## config.mk

```make
export PLATFORM = sky130hd
export DESIGN_NAME = red_pitaya_exp_in
export DESIGN_NICKNAME = d
export VERILOG_FILES = /design/src/rtl/exp_in_pkg.sv /design/src/rtl/exp_in_filt_bit.sv /design/src/rtl/red_pitaya_exp_in.sv
export SDC_FILE = /design/constraint.sdc
export NUM_CORES = 1
export LEC_CHECK = 0
export CAP_MARGIN = 0
export CORE_MARGIN = 2
export CORE_UTILIZATION = 62
export CTS_CLUSTER_DIAMETER = 120
export DETAILED_ROUTE_END_ITERATION = 8
export MAX_ROUTING_LAYER = met4
export PLACE_DENSITY_LB_ADDON = 0.3
export REMOVE_ABC_BUFFERS = 1
export SLEW_MARGIN = 20
export SYNTH_ARGS = -nofsm -noshare
export SYNTH_HDL_FRONTEND = slang
export SYNTH_HIERARCHICAL = 1
export SYNTH_SLANG_ARGS = --single-unit
```

## constraint.sdc

```tcl
create_clock -name clk_i -period 4.3 [get_ports clk_i]
set_input_delay 1.29 -clock clk_i [delete_from_list [all_inputs] [get_ports clk_i]]
set_output_delay 1.29 -clock clk_i [all_outputs]
set_load 0.01 [all_outputs]
```

## src/rtl/exp_in_pkg.sv

```systemverilog
// Shared constants for the expansion-connector input block: register offsets and reset defaults.
package exp_in_pkg;

   localparam logic [19:0] OFF_FILT_LEN = 20'h00;
   localparam logic [19:0] OFF_RISE_EN  = 20'h04;
   localparam logic [19:0] OFF_FALL_EN  = 20'h08;
   localparam logic [19:0] OFF_DAT      = 20'h0C;
   localparam logic [19:0] OFF_FLAGS    = 20'h10;
   localparam logic [19:0] OFF_CNT_BASE = 20'h20;

   localparam logic [17:0] CNT_BASE_WORD = OFF_CNT_BASE[19:2];

   localparam int FILT_LEN_RST = 4;

endpackage

```

## src/rtl/exp_in_filt_bit.sv

```systemverilog
// One expansion pin: synchroniser chain, stability filter and edge detect on the filtered level.
module exp_in_filt_bit #(
   parameter int SYNC_STAGES = 2,
   parameter int FILT_W      = 8
) (
   input  logic              clk,
   input  logic              rst,
   input  logic              raw,
   input  logic [FILT_W-1:0] filt_len,
   output logic              filt,
   output logic              rise,
   output logic              fall
);

   logic [SYNC_STAGES-1:0] sync_q;
   logic [FILT_W-1:0]      cnt;
   logic                   filt_d;
   logic                   sync;

   assign sync = sync_q[SYNC_STAGES-1];

   // cnt only runs while the synced level disagrees; the >= compare lets a lowered
   // filt_len take effect on a counter that is already past the new length.
   always_ff @(posedge clk) begin
      if (rst) begin
         sync_q <= '0;
         cnt    <= '0;
         filt   <= 1'b0;
         filt_d <= 1'b0;
      end else begin
         sync_q <= {sync_q[SYNC_STAGES-2:0], raw};
         filt_d <= filt;
         if (sync != filt) begin
            if (cnt >= filt_len) begin
               filt <= sync;
               cnt  <= '0;
            end else begin
               cnt <= cnt + FILT_W'(1);
            end
         end else begin
            cnt <= '0;
         end
      end
   end

   assign rise = filt & ~filt_d;
   assign fall = ~filt & filt_d;

endmodule

```

## src/rtl/red_pitaya_exp_in.sv

```systemverilog
// Expansion-connector input conditioning with its own register window.
// Define EXP_IN_CNT_EN to build the per-pin edge counters at 0x20..0x3C.
module red_pitaya_exp_in
   import exp_in_pkg::*;
#(
   parameter int DWE         = 8,
   parameter int SYNC_STAGES = 2,
   parameter int FILT_W      = 8,
   parameter int CNT_W       = 32
) (
   input  logic           clk_i,
   input  logic           rst_i,
   input  logic [DWE-1:0] exp_p_raw_i,
   input  logic [DWE-1:0] exp_n_raw_i,
   output logic [DWE-1:0] exp_p_dat_o,
   output logic [DWE-1:0] exp_n_dat_o,
   output logic [DWE-1:0] exp_trig_o,
   input  logic [31:0]    sys_addr,
   input  logic [31:0]    sys_wdata,
   input  logic [3:0]     sys_sel,
   input  logic           sys_wen,
   input  logic           sys_ren,
   output logic [31:0]    sys_rdata,
   output logic           sys_err,
   output logic           sys_ack
);

   logic [19:0]       off;
   logic [DWE-1:0]    p_filt, p_rise, p_fall;
   logic [DWE-1:0]    n_filt, n_rise, n_fall;
   logic [FILT_W-1:0] filt_len;
   logic [DWE-1:0]    rise_en, fall_en;
   logic [DWE-1:0]    flags;
   logic [DWE-1:0]    trig_ev;
   logic [DWE-1:0]    flag_clr;
   logic [31:0]       rd_val;
   logic              unused_bits;

   assign off = sys_addr[19:0];

   for (genvar i = 0; i < DWE; i++) begin : g_pin
      exp_in_filt_bit #(
         .SYNC_STAGES (SYNC_STAGES),
         .FILT_W      (FILT_W)
      ) u_p (
         .clk      (clk_i),
         .rst      (rst_i),
         .raw      (exp_p_raw_i[i]),
         .filt_len (filt_len),
         .filt     (p_filt[i]),
         .rise     (p_rise[i]),
         .fall     (p_fall[i])
      );

      exp_in_filt_bit #(
         .SYNC_STAGES (SYNC_STAGES),
         .FILT_W      (FILT_W)
      ) u_n (
         .clk      (clk_i),
         .rst      (rst_i),
         .raw      (exp_n_raw_i[i]),
         .filt_len (filt_len),
         .filt     (n_filt[i]),
         .rise     (n_rise[i]),
         .fall     (n_fall[i])
      );
   end

   assign exp_p_dat_o = p_filt;
   assign exp_n_dat_o = n_filt;
   assign sys_err     = 1'b0;

   // N-side edges are produced by the shared pin cell but have no consumer.
   assign unused_bits = &{1'b0, sys_sel, sys_addr[31:20], sys_wdata, n_rise, n_fall};

   assign trig_ev  = (p_rise & rise_en) | (p_fall & fall_en);
   assign flag_clr = (sys_wen && off == OFF_FLAGS) ? sys_wdata[DWE-1:0] : '0;

   always_ff @(posedge clk_i) begin
      if (rst_i) begin
         filt_len   <= FILT_W'(FILT_LEN_RST);
         rise_en    <= '0;
         fall_en    <= '0;
         flags      <= '0;
         exp_trig_o <= '0;
      end else begin
         if (sys_wen && off == OFF_FILT_LEN) filt_len <= sys_wdata[FILT_W-1:0];
         if (sys_wen && off == OFF_RISE_EN)  rise_en  <= sys_wdata[DWE-1:0];
         if (sys_wen && off == OFF_FALL_EN)  fall_en  <= sys_wdata[DWE-1:0];
         flags      <= (flags & ~flag_clr) | trig_ev;
         exp_trig_o <= trig_ev;
      end
   end

`ifdef EXP_IN_CNT_EN
   localparam int CNT_IW = (DWE > 1) ? $clog2(DWE) : 1;

   logic [CNT_W-1:0]  cnt [DWE];
   logic [17:0]       cnt_word;
   logic [CNT_IW-1:0] cnt_idx;
   logic              cnt_hit;

   assign cnt_word = off[19:2] - CNT_BASE_WORD;
   assign cnt_idx  = cnt_word[CNT_IW-1:0];
   assign cnt_hit  = (off[19:2] >= CNT_BASE_WORD) && (cnt_word < 18'(DWE));

   // A write clears the counter, but an event landing in the same cycle still counts.
   always_ff @(posedge clk_i) begin
      if (rst_i) begin
         for (int i = 0; i < DWE; i++) cnt[i] <= '0;
      end else begin
         for (int i = 0; i < DWE; i++) begin
            if (sys_wen && cnt_hit && cnt_idx == CNT_IW'(i)) begin
               cnt[i] <= CNT_W'(trig_ev[i]);
            end else if (trig_ev[i]) begin
               cnt[i] <= cnt[i] + CNT_W'(1);
            end
         end
      end
   end
`else
   logic [CNT_W-1:0] unused_cnt;
   assign unused_cnt = '0;
`endif

   always_comb begin
      rd_val = '0;
      case (off)
         OFF_FILT_LEN: rd_val = 32'(filt_len);
         OFF_RISE_EN:  rd_val = 32'(rise_en);
         OFF_FALL_EN:  rd_val = 32'(fall_en);
         OFF_DAT:      rd_val = 32'({n_filt, p_filt});
         OFF_FLAGS:    rd_val = 32'(flags);
         default:      rd_val = '0;
      endcase
`ifdef EXP_IN_CNT_EN
      if (cnt_hit) rd_val = 32'(cnt[cnt_idx]);
`endif
   end

   always_ff @(posedge clk_i) begin
      if (rst_i) begin
         sys_ack   <= 1'b0;
         sys_rdata <= '0;
      end else begin
         sys_ack   <= sys_wen | sys_ren;
         sys_rdata <= sys_ren ? rd_val : '0;
      end
   end

endmodule

```

Word level (Yosys, flattened, before mapping)
Index checks and enable logic that the tools add are counted.

word-level totals
  register bits = 257
  bits of input ports = 88
  output and inout port bits = 58
  logic and storage cells = 211

cells by class
  add/subtract/negate cells = 16
  order comparisons = 16
  equal/unequal tests = 20
  mux-type cells = 2
  bitwise logic cells = 56
  reduce and logical (&&, ||, !) cells = 38

operators by type and width
  operator                                                          number
  8-bit by 1-bit adder with 8-bit output, second input constant     16
  8-bit greater-or-equal comparator                                 16
  16-bit one-hot mux with 5 select lines                            1
  3-bit OR reduction                                                16
  20-bit by 4-bit == test with 1-bit output, second input constant  2
  1-bit NOT                                                         33
  2-bit AND reduction                                               16
  8-bit AND                                                         3
  20-bit by 3-bit == test with 1-bit output, second input constant  1
  20-bit by 5-bit == test with 1-bit output, second input constant  1
  20-bit zero test                                                  1
  1-bit AND                                                         16
  1-bit inequality test                                             16
  8-bit OR                                                          2
  8-bit two-way mux                                                 1
  8-bit NOT                                                         1
  1-bit logical AND                                                 4
  2-bit OR reduction                                                1
  1-bit OR                                                          1

Depth between registers and ports, before layout
Gate-level depths: netlist of run 1.

  depth in word-level cells = 6
  depth in mapped cells = 6
  depth with buffers taken out = 6

Cells and area by module
The synthesis of run 1 kept the hierarchy.

modules (own cells, without submodules)
  module             instances  cells an instance  area each (µm²)  sequential area each (µm²)
  exp_in_filt_bit    16         72                 689.4            240.2
  red_pitaya_exp_in  1          255                2496.1           1141.1

Least setup slack after synthesis of run 1
No wires, ideal clock.

  path kind = input to register
  start point = input port sys_addr[2]
  end point = register sys_rdata[7]
  setup time = 0.117 ns
  arrival = 2.361 ns
  required time = 4.183 ns
  slack = 1.822 ns
  stages on the path = 3
  buffers on the path = 1
  cells stage by stage = clkbuf_1 -> mux4_2 -> a22o_1

between the ends
  longest elaborated chain between the ends = 2
  elaborated cells between the ends (all ways) = 6
  classes of those cells = eq/ne: 4; mux: 1; reduce/logical: 1

ends and longest elaborated chain
  item                                                               RTL line                  RTL
  start, declared                                                    red_pitaya_exp_in.sv:18   input logic [31:0] sys_addr,
  20-bit by 5-bit == test with 1-bit output (tied with other cells)  red_pitaya_exp_in.sv:128  case (off)
  16-bit one-hot mux with 5 select lines (*)                         red_pitaya_exp_in.sv:128
  end signal, assigned                                               red_pitaya_exp_in.sv:147  sys_rdata <= sys_ren ? rd_val : '0;
  end, declared                                                      red_pitaya_exp_in.sv:23   output logic [31:0] sys_rdata,

Every way passes the cells marked *; elsewhere a longest branch is shown, timed or not.
A chain may end at the register's enable or synchronous reset.

Final worst setup path of run 1
  start point = input port sys_addr[13]
  end point = register sys_rdata[13]

Same word-level chain as after synthesis.

==> out/qor.txt, run 1 <==
Post-route non-filler standard cell count - 1788
Final Util - 72.86%
Worst Setup Path Type - in2reg
Die ar. - 22580 um2
Fmax - 0.3319 GHz
Peak supply drop - 271.5 uV
Grt ovf - 0
RR Endpoint - g_pin[5].u_n/filt
PostCTS Resize Cnt - 0
H-tree levels - 1
Num ports - 146
Post-CTS setup buffers - 0
Worst min-delay path startpoint - g_pin[4].u_p/sync_q[0]
Final Wtd Congestion - 0.8059
Avg Inst Size Synth - 9.593 um2
Remaining antenna violation count - 0
HP Class - reg2reg
R2R depth - 5
CTS tree - yes
Largest net degree at the start of global routing - 73
Fill cells - 1494
Post-layout net count - 1724
DR WL/cell - 16.12 um
Ys Warns - 6
CP max FO - 5
Worst setup path start - sys_addr[13]
Global Route Usage Sum - 26.46%
Dpl hpwl - 19340 um
Clock skew - 10.99 ps
CTS Buf Count - 26
Initial antenna violation count - 1
Detailed-route via count - 9943
Clock transition at path regs - 60 ps
Worst R2R Setup Slack - 1680 ps
Clock root cell - clkbuf_16
Fraction of layout instances using a drive strength above 1 - 10.98%
Synthesized area - 13270 um2
Initial DRC count - 507
DRC - 0
Crit path DAT - 3480 ps
Period utilisation layout - 70.07%
Unrepaired setup endpoints after global routing - no
Placed cells - 1739
Hold Vio Cnt, Final - 0
Sink Count - 241
Port-buffer cells - 88
Rows - 53
Area of the multi-input gates - 7726 um2
Hold bufs inserted after CTS - 0
PnR Total Power - 4.720 mW
Post-Place Worst Slack - 815.0 ps
Max-slew violations - 0
Register Area - 4825 um2
DRT Wirelength - 28830 um
Post-layout min period - 3013 ps
CTS Buffer Depth - 3
Status - completed
Critical Path Sink - sys_rdata[13]
Kind of end point of the critical path - flip-flop
Slew HR - 22.10%
Req. time, crit path - 4760 ps
Fin Setup TNS - 0 ps
FF-to-FF Start - filt_len[6]
First-pass GRT wire length - 46920 um
Initial core utilization - 63.11%
Die X - 150.3 um
Core area - 21020 um2
Vias in the first global route - 9822
Worst-Skew Late Latency - 530 ps
Leakage power - 5.724 nW
Tightest Pin Transition - 1167 ps
Routed vias/inst - 5.561
Final setup violation count - 0
Cell Pwr Density - 308.2 nW/um2
Syn Inst Count - 1383
Final setup margin - 1287 ps
CP startpoint kind - input port
Area Overhead vs Synth - 15.45%
Die height - 150.3 um
DR pass1 iterations - 5
Count of max-cap constraint violations - 0
==> cell type report <==
type	count	share of cell area (%)
multi-input cells	972	50.45
flip-flops and latches	241	31.50
clock buffers	41	5.212
clock inverters	7	0.5800
repair buffers	99	6.274
inverters	152	3.725
diodes	1	0.01634
well taps	275	2.247
==> worst min path at each step <==
stage,endpoint,cells past startpoint
finish,g_pin[4].u_p/sync_q[1],1
global route,g_pin[4].u_p/sync_q[1],1
CTS,g_pin[6].u_n/sync_q[1],1
detailed placement,g_pin[6].u_n/sync_q[1],1
global placement,g_pin[0].u_n/sync_q[1],1
floorplan,g_pin[0].u_n/sync_q[1],1
==> sequential cells by signal (all words and copies together) (netlist names) <==
register	cells
g_pin.u_p/filt_d	8
g_pin.u_n/filt	8
g_pin.u_n/sync_q	16
g_pin.u_p/filt	8
g_pin.u_p/cnt	64
flags	8
sys_rdata	16
g_pin.u_p/sync_q	16
g_pin.u_n/cnt	64
sys_ack	1
fall_en	8
exp_trig_o	8
filt_len	8
rise_en	8
==> layer usage <==
layer | wire [um] | GRT usage, %
met5 | 0 | -
met4 | 949 | 10.52
met3 | 1400 | 3.727
met2 | 13980 | 44.89
met1 | 12490 | 31.78
==> power by group <==
part	internal (mW)	switching, mW	leakage, nW	total [mW]
registers	2.25	0.0112	1.95	2.26
logic	0.0792	0.0810	3.34	0.160
clock network	1.39	0.907	0.439	2.30
==> critical path, stage by stage <==
cell and delay [ps]:
clkdlybuf4s50_1 450, nor4_2 400, nand4_1 340, nor3_2 620
buf_4 230, and2_1 140
==> per-stage QoR <==
stage | hold slack, ps | instance area (um2)
after floorplan | 413.8 | 13120
after global routing | 459.8 | 15320
after detailed placement | 427.4 | 14430
after CTS | 441.9 | 15310
final | 439.3 | 15320
after global placement | 417.3 | 14430
==> cell usage in the layout, fill, tap and decap left out, types with 12 or more instances in the layout <==
| master | instances |
|---|---|
| o311ai_4 | 16 |
| clkdlybuf4s50_1 | 87 |
| nor2b_1 | 83 |
| inv_1 | 152 |
| dfxtp_1 | 241 |
| xnor2_1 | 80 |
| a2111oi_4 | 16 |
| xor2_1 | 32 |
| mux2_4 | 16 |
| nand3_1 | 34 |
| nand2_1 | 66 |
| ha_1 | 144 |
| nor2_1 | 188 |
| clkbuf_16 | 27 |
| o31ai_2 | 16 |
| a21oi_1 | 63 |
| nor3_1 | 17 |
| nand4_1 | 41 |
| nand2b_4 | 16 |
| o21ai_0 | 23 |
| buf_4 | 12 |
| conb_1 | 17 |
| o21a_1 | 32 |
| nor2_2 | 17 |
(Power assumes the default switching activity.)
==> run 2, diff against run 1 <==
--- a/config.mk
+++ b/config.mk
@@ -7,7 +7,7 @@
 export LEC_CHECK = 0
 export CAP_MARGIN = 0
 export CORE_MARGIN = 2
-export CORE_UTILIZATION = 62
+export CORE_UTILIZATION = 52
 export CTS_CLUSTER_DIAMETER = 120
 export DETAILED_ROUTE_END_ITERATION = 8
 export MAX_ROUTING_LAYER = met4
==> constraint.sdc (replaced) <==
create_clock -name clk_i -period 2.7 [get_ports clk_i]
set_input_delay 0.81 -clock clk_i [delete_from_list [all_inputs] [get_ports clk_i]]
set_output_delay 0.81 -clock clk_i [all_outputs]
set_load 0.01 [all_outputs]
==> out/qor.txt, run 2 (same netlist as run 1, synthesis figures left out) <==
Period utilisation layout - 88.95%
Port-buffer cells - 88 (unchanged)
Worst Setup Path Type - reg2out
Num ports - 146 (unchanged)
Cell family with most CP delay - buffers and inverters
Placed cells - 1821 (+4.7%)
Die X - 163.7 um (+8.9%)
Critical path's largest stage delay - 600 ps (-20 ps)
Max-slew violations - 0 (unchanged)
Hold Crit Endpoint - g_pin[5].u_p/sync_q[1]
Status - completed
Slowest-stage cell, CP - clkdlybuf4s50_1
CP cell instances - clkdlybuf4s50_1
DR pass1 iterations - 5 (unchanged)
Global Route Usage Sum - 21.46% (-5.0 points)
CP max FO - 6 (+1)
Bufs and invs on worst path - 1 (-1)
DRC - 0 (unchanged)
Hold bufs inserted after CTS - 0 (unchanged)
Initial DRC count - 356 (-30%)
Hold Slack - 435.0 ps (-4.267 ps)
Routed vias/inst - 5.176 (-6.9%)
Clock transition at path regs - 60 ps (about the same)
DR WL/cell - 14.95 um (-7.3%)
Vias in the first global route - 9579 (-2.5%)
Kind of end point of the critical path - output port
PnR Total Power - 7.159 mW (+52%)
Final Wtd Congestion - 0.8258 (+2.5%)
Most frequent cells in the layout - dfxtp_1, nor2_1, inv_1
Worst-Skew Late Latency - 520 ps (about the same)
Post-CTS setup buffers - 0 (unchanged)
RR Endpoint - g_pin[4].u_p/filt
Leakage power - 5.814 nW (+1.6%)
First-pass GRT wire length - 45550 um (-2.9%)
Commonest non-fill, non-tap cell in the layout - dfxtp_1
Remaining antenna violation count - 0 (unchanged)
Final setup violation count - 0 (unchanged)
Tightest Pin Transition - 514.4 ps (-652.6 ps)
Count of max-cap constraint violations - 0 (unchanged)
Area Overhead vs Synth - 16.96%
Peak supply drop - 357.1 uV (+32%)
Clock skew - 7.852 ps (-3.143 ps)
Unrepaired setup endpoints after global routing - no
N_diodes - 0 (-1)
Detailed-route via count - 9654 (-2.9%)
FF-to-FF Start - filt_len[2]
CTS Buf Count - 27 (+3.8%)
Worst min-delay path startpoint - g_pin[5].u_p/sync_q[0]
Core area - 25110 um2 (+19%)
HP Class - reg2reg
Crit path DAT - 1590 ps (-1890 ps)
Worst hold stages - 1 (unchanged)
PostCTS Resize Cnt - 0 (unchanged)
Fmax - 0.4164 GHz
Die height - 163.7 um (+8.9%)
CP startpoint kind - flip-flop
Fraction of layout instances using a drive strength above 1 - 11.99% (+1.0 points)
Worst R2R Setup Slack - 510 ps (-1170 ps)
Cell Pwr Density - 461.4 nW/um2 (+50%)
CTS tree - yes
Post-layout min period - 2402 ps
Dpl hpwl - 19980 um (+3.3%)
R2R depth - 7 (+2)
Final Util - 61.79% (-11 points)
Grt ovf - 0 (unchanged)
DRT Wirelength - 27880 um (-3.3%)
Rows - 58 (+9.4%)
Slew HR - 65.66% (+44 points)
CTS Buffer Depth - 3 (unchanged)
Regs by FF count - g_pin.u_n/cnt (64), g_pin.u_p/cnt (64)
Post-layout net count - 1752 (+1.6%)
Initial core utilization - 52.84% (-10 points)
Fill cells - 2130 (+43%)
Clock root cell - clkbuf_16
Die ar. - 26810 um2 (+19%)
Hold Vio Cnt, Final - 0 (unchanged)
Sink Count - 241 (unchanged)
H-tree levels - 1 (unchanged)
Post-route non-filler standard cell count - 1865 (+4.3%)
Req. time, crit path - 1890 ps (-2870 ps)
Initial antenna violation count - 0 (-1)
Largest net degree at the start of global routing - 90 (+23%)
run 2: where the power goes:
| part | internal, mW | switching, mW |
|---|---|---|
| logic | 0.133 | 0.130 |
| registers | 3.59 | 0.0171 |
| clock network | 1.94 | 1.35 |
| total | 5.66 | 1.50 |
run 2: metal layers:
metal  global-route usage, %  share of wire [%]  vias to the layer above
li1                        -                  -                     4918
met1                   26.23                 46                     4514
met2                   37.05                 48                      170
met3                   2.929                4.2                       52
met4                   6.140                2.2                        0
met5                       -                  0                        -
run 2: cell type report:
cell class                 count  area [um2]  share of cell area [%]
clock buffer                  43       775.7                   5.000
clock inverter                 1       5.005                 0.03226
inverter                     152       570.5                   3.677
multi-input combinational    972        7726                   49.79
sequential                   241        4825                   31.09
tap                          330       412.9                   2.661
timing repair buffer         126        1201                   7.741
run 2: how the worst max path moves through the flow:
| stage | slack [ps] | end | from | depth (start not counted) |
|---|---|---|---|---|
| detailed placement | -20 | sys_rdata[5] | sys_addr[14] | 6 |
| finish | 300 | exp_p_dat_o[3] | g_pin[3].u_p/filt | 1 |
| global placement | 50 | sys_rdata[5] | sys_addr[14] | 6 |
| floorplan | 360 | filt_len[2] | sys_addr[14] | 4 |
| CTS | 280 | exp_p_dat_o[1] | g_pin[1].u_p/filt | 1 |
| global route | 230 | exp_p_dat_o[3] | g_pin[3].u_p/filt | 1 |
run 2: worst register-to-register path, delay by kind of cell (launching register included):
family	cells	cell delay [ps]
AOI/OAI and AO/OA	2	420
adders and majority gates	1	280
buffers and inverters	2	360
DFF	1	640
muxes	1	320
and+or+nand+nor	1	60
run 2: per-stage QoR:
step	instance area (um2)	worst slack (ps)	TNS (ps)
detailed placement	14740	-15.91	-15.91
floorplan	13120	357.9	0
global placement	14740	49.00	0
global route	15520	232.4	0
CTS	15520	276.9	0
finish	15520	298.3	0
==> run 3, diff against run 2 <==
--- a/config.mk
+++ b/config.mk
@@ -5,6 +5,7 @@
 export SDC_FILE = /design/constraint.sdc
 export NUM_CORES = 1
 export LEC_CHECK = 0
+export ABC_AREA = 1
 export CAP_MARGIN = 0
 export CORE_MARGIN = 2
 export CORE_UTILIZATION = 52
==> out/qor.txt, run 3 <==
Reg power frac - 46.4% (-4.0 points)
Initial DRC count - 592 (+66%)
CP max FO - 6 (unchanged)
Slowest-stage cell, CP - clkdlybuf4s50_1
Placed cells - 2265 (+24%)
Status - complete, but fails checks
HP Class - reg2reg
DR WL/cell - 13.00 um (-13%)
Kind of end point of the critical path - output port
Final setup margin - 244.8 ps (-53.54 ps)
Detailed-route via count - 11320 (+17%)
H-tree levels - 1 (unchanged)
Dpl hpwl - 21560 um (+7.9%)
Worst Setup Path Type - reg2out
Count of max-cap constraint violations - 0 (unchanged)
Worst hold stages - 2 (+1)
Remaining antenna violation count - 0 (unchanged)
Die height - 167.2 um (+2.1%)
Max-slew violations - 0 (unchanged)
Period utilisation layout - 90.93% (+2.0 points)
CP cell instances - clkdlybuf4s50_1
Hold Crit Endpoint - g_pin[5].u_p/sync_q[1]
CP startpoint kind - flip-flop
Rows - 59 (+1.7%)
Core area - 26130 um2 (+4.1%)
Fraction of layout instances using a drive strength above 1 - 11.38% (-0.61 points)
Final Wtd Congestion - 0.8260 (about the same)
Ys Warns - 6 (unchanged)
CTS Buf Count - 27 (unchanged)
Worst min-delay path startpoint - g_pin[5].u_p/sync_q[0]
Clock root cell - clkbuf_16
Most frequent cells in the layout - inv_1, nand2_1, nor2_1
Hold Vio Cnt, Final - 0 (unchanged)
Crit path DAT - 1650 ps (+60 ps)
CTS tree - yes
Cell Pwr Density - 479.0 nW/um2 (+3.8%)
PostCTS Resize Cnt - 0 (unchanged)
Initial antenna violation count - 0 (unchanged)
Leakage power - 7.362 nW (+27%)
Post-layout min period - 2455 ps (+53.54 ps)
Sw Ratio - 21.41% (+0.43 points)
DRC - 5 (+5)
Die ar. - 27970 um2 (+4.3%)
Cell family with most CP delay - buffers and inverters
Total internal power - 6.116 mW (+8.1%)
Port-buffer cells - 88 (unchanged)
Clock skew - 14.73 ps (+6.881 ps)
Synthesized area - 13860 um2 (+4.5%)
Unrepaired setup endpoints after global routing - no
Largest net degree at the start of global routing - 60 (-33%)
Combinational fraction of design power - 3.2% (-0.5 points)
Worst-Skew Late Latency - 540 ps (+20 ps)
Commonest non-fill, non-tap cell in the layout - inv_1
Stages on worst setup path - 1 (unchanged)
Clock transition at path regs - 60 ps (about the same)
Num ports - 146 (unchanged)
RR Endpoint - g_pin[5].u_n/cnt[7]
Sink Count - 241 (unchanged)
Initial core utilization - 53.03% (+0.19 points)
Routed vias/inst - 4.895 (-5.4%)
Regs by FF count - g_pin.u_n/cnt (64), g_pin.u_p/cnt (64)
Req. time, crit path - 1890 ps (about the same)
Post-route non-filler standard cell count - 2313 (+24%)
Syn Inst Count - 1827 (+32%)
Vias in the first global route - 10750 (+12%)
Avg Inst Size Synth - 7.585 um2 (-21%)
Violated checks - design-rule violations
Final setup violation count - 0 (unchanged)
Final Util - 62.17% (+0.38 points)
Grt ovf - 0 (unchanged)
Global Route Usage Sum - 22.12% (+0.66 points)
DR pass1 iterations - 7 (+2)
N_diodes - 0 (unchanged)
Hold bufs inserted after CTS - 0 (unchanged)
CTS Buffer Depth - 3 (unchanged)
Clk network pwr share - 50.4% (+4.4 points)
Fin Setup TNS - 0 ps (unchanged)
Worst R2R Setup Slack - 740 ps (+230 ps)
Post-Place Worst Slack - 116.1 ps (+132.0 ps)
Sw power - 1.666 mW (+11%)
Die X - 167.2 um (+2.1%)
DRT Wirelength - 30070 um (+7.9%)
Peak supply drop - 430.3 uV (+21%)
Critical path's largest stage delay - 660 ps (+60 ps)
Post-layout net count - 2191 (+25%)
R2R depth - 10 (+3)
First-pass GRT wire length - 49790 um (+9.3%)
Fmax - 0.4073 GHz (-2.2%)
Bufs and invs on worst path - 1 (unchanged)
FF-to-FF Start - filt_len[1]
Post-CTS setup buffers - 0 (unchanged)
Area Overhead vs Synth - 17.25%
[run 3: cell count changes in the layout (fill, tap and decap cells not counted), moves of 34 or more]
cell     change
xnor2_1     -48
nor2_1     +100
nor2b_1     -83
nand2_1    +247
inv_1      +199
nand3_1     +34
[run 3: tightest hold or removal path, stage by stage (launching register included)]
cell,delay (ps)
dfxtp_1,290
inv_1,40
nor2_1,30
[run 3: final cells by class]
| cell class | count | area, um2 |
|---|---|---|
| inverters | 354 | 1329 |
| fillers | 2295 | 9886 |
| flip-flops and latches | 241 | 4825 |
| well taps | 335 | 419.2 |
| multi-input cells | 1213 | 7536 |
| clock buffers | 33 | 738.2 |
| repair buffers | 122 | 1181 |
| clock inverters | 15 | 219.0 |
[run 3: layer usage]
metal / routed length, um / global-route usage (%)
met1: 13450 / 26.65
met2: 14770 / 38.88
met3: 1103 / 2.765
met4: 745 / 6.427
met5: 0 / -
[run 3: per-stage QoR]
stage / hold slack (ps) / area (um2) / total power, mW
global placement: 390.4 / 15290 / 3.932
finish: 400.0 / 16250 / 7.782
global route: 417.9 / 16250 / 8.029
floorplan: 388.3 / 13690 / 3.798
CTS: 403.0 / 16250 / 7.870
detailed placement: 395.5 / 15290 / 3.938
[run 3: worst max-delay path by stage]
stage / start / end / slack [ps]
after detailed placement: sys_addr[19] / rise_en[1] / 120
after floorplan: sys_addr[15] / fall_en[7] / 20
final: g_pin[7].u_p/filt / exp_p_dat_o[7] / 240
after global routing: g_pin[7].u_p/filt / exp_p_dat_o[7] / 200
after CTS: g_pin[7].u_p/filt / exp_p_dat_o[7] / 230
after global placement: sys_addr[19] / sys_rdata[4] / 160
[run 3: power by group through the flow]
stage          clock network (mW)  logic, mW  registers, mW
2_1_floorplan                   0      0.115           3.68
3_3_place_gp                    0      0.246           3.69
3_5_place_dp                    0      0.250           3.69
4_1_cts                      4.01      0.252           3.61
5_1_grt                      4.14      0.276           3.61
6_report                     3.92      0.250           3.61
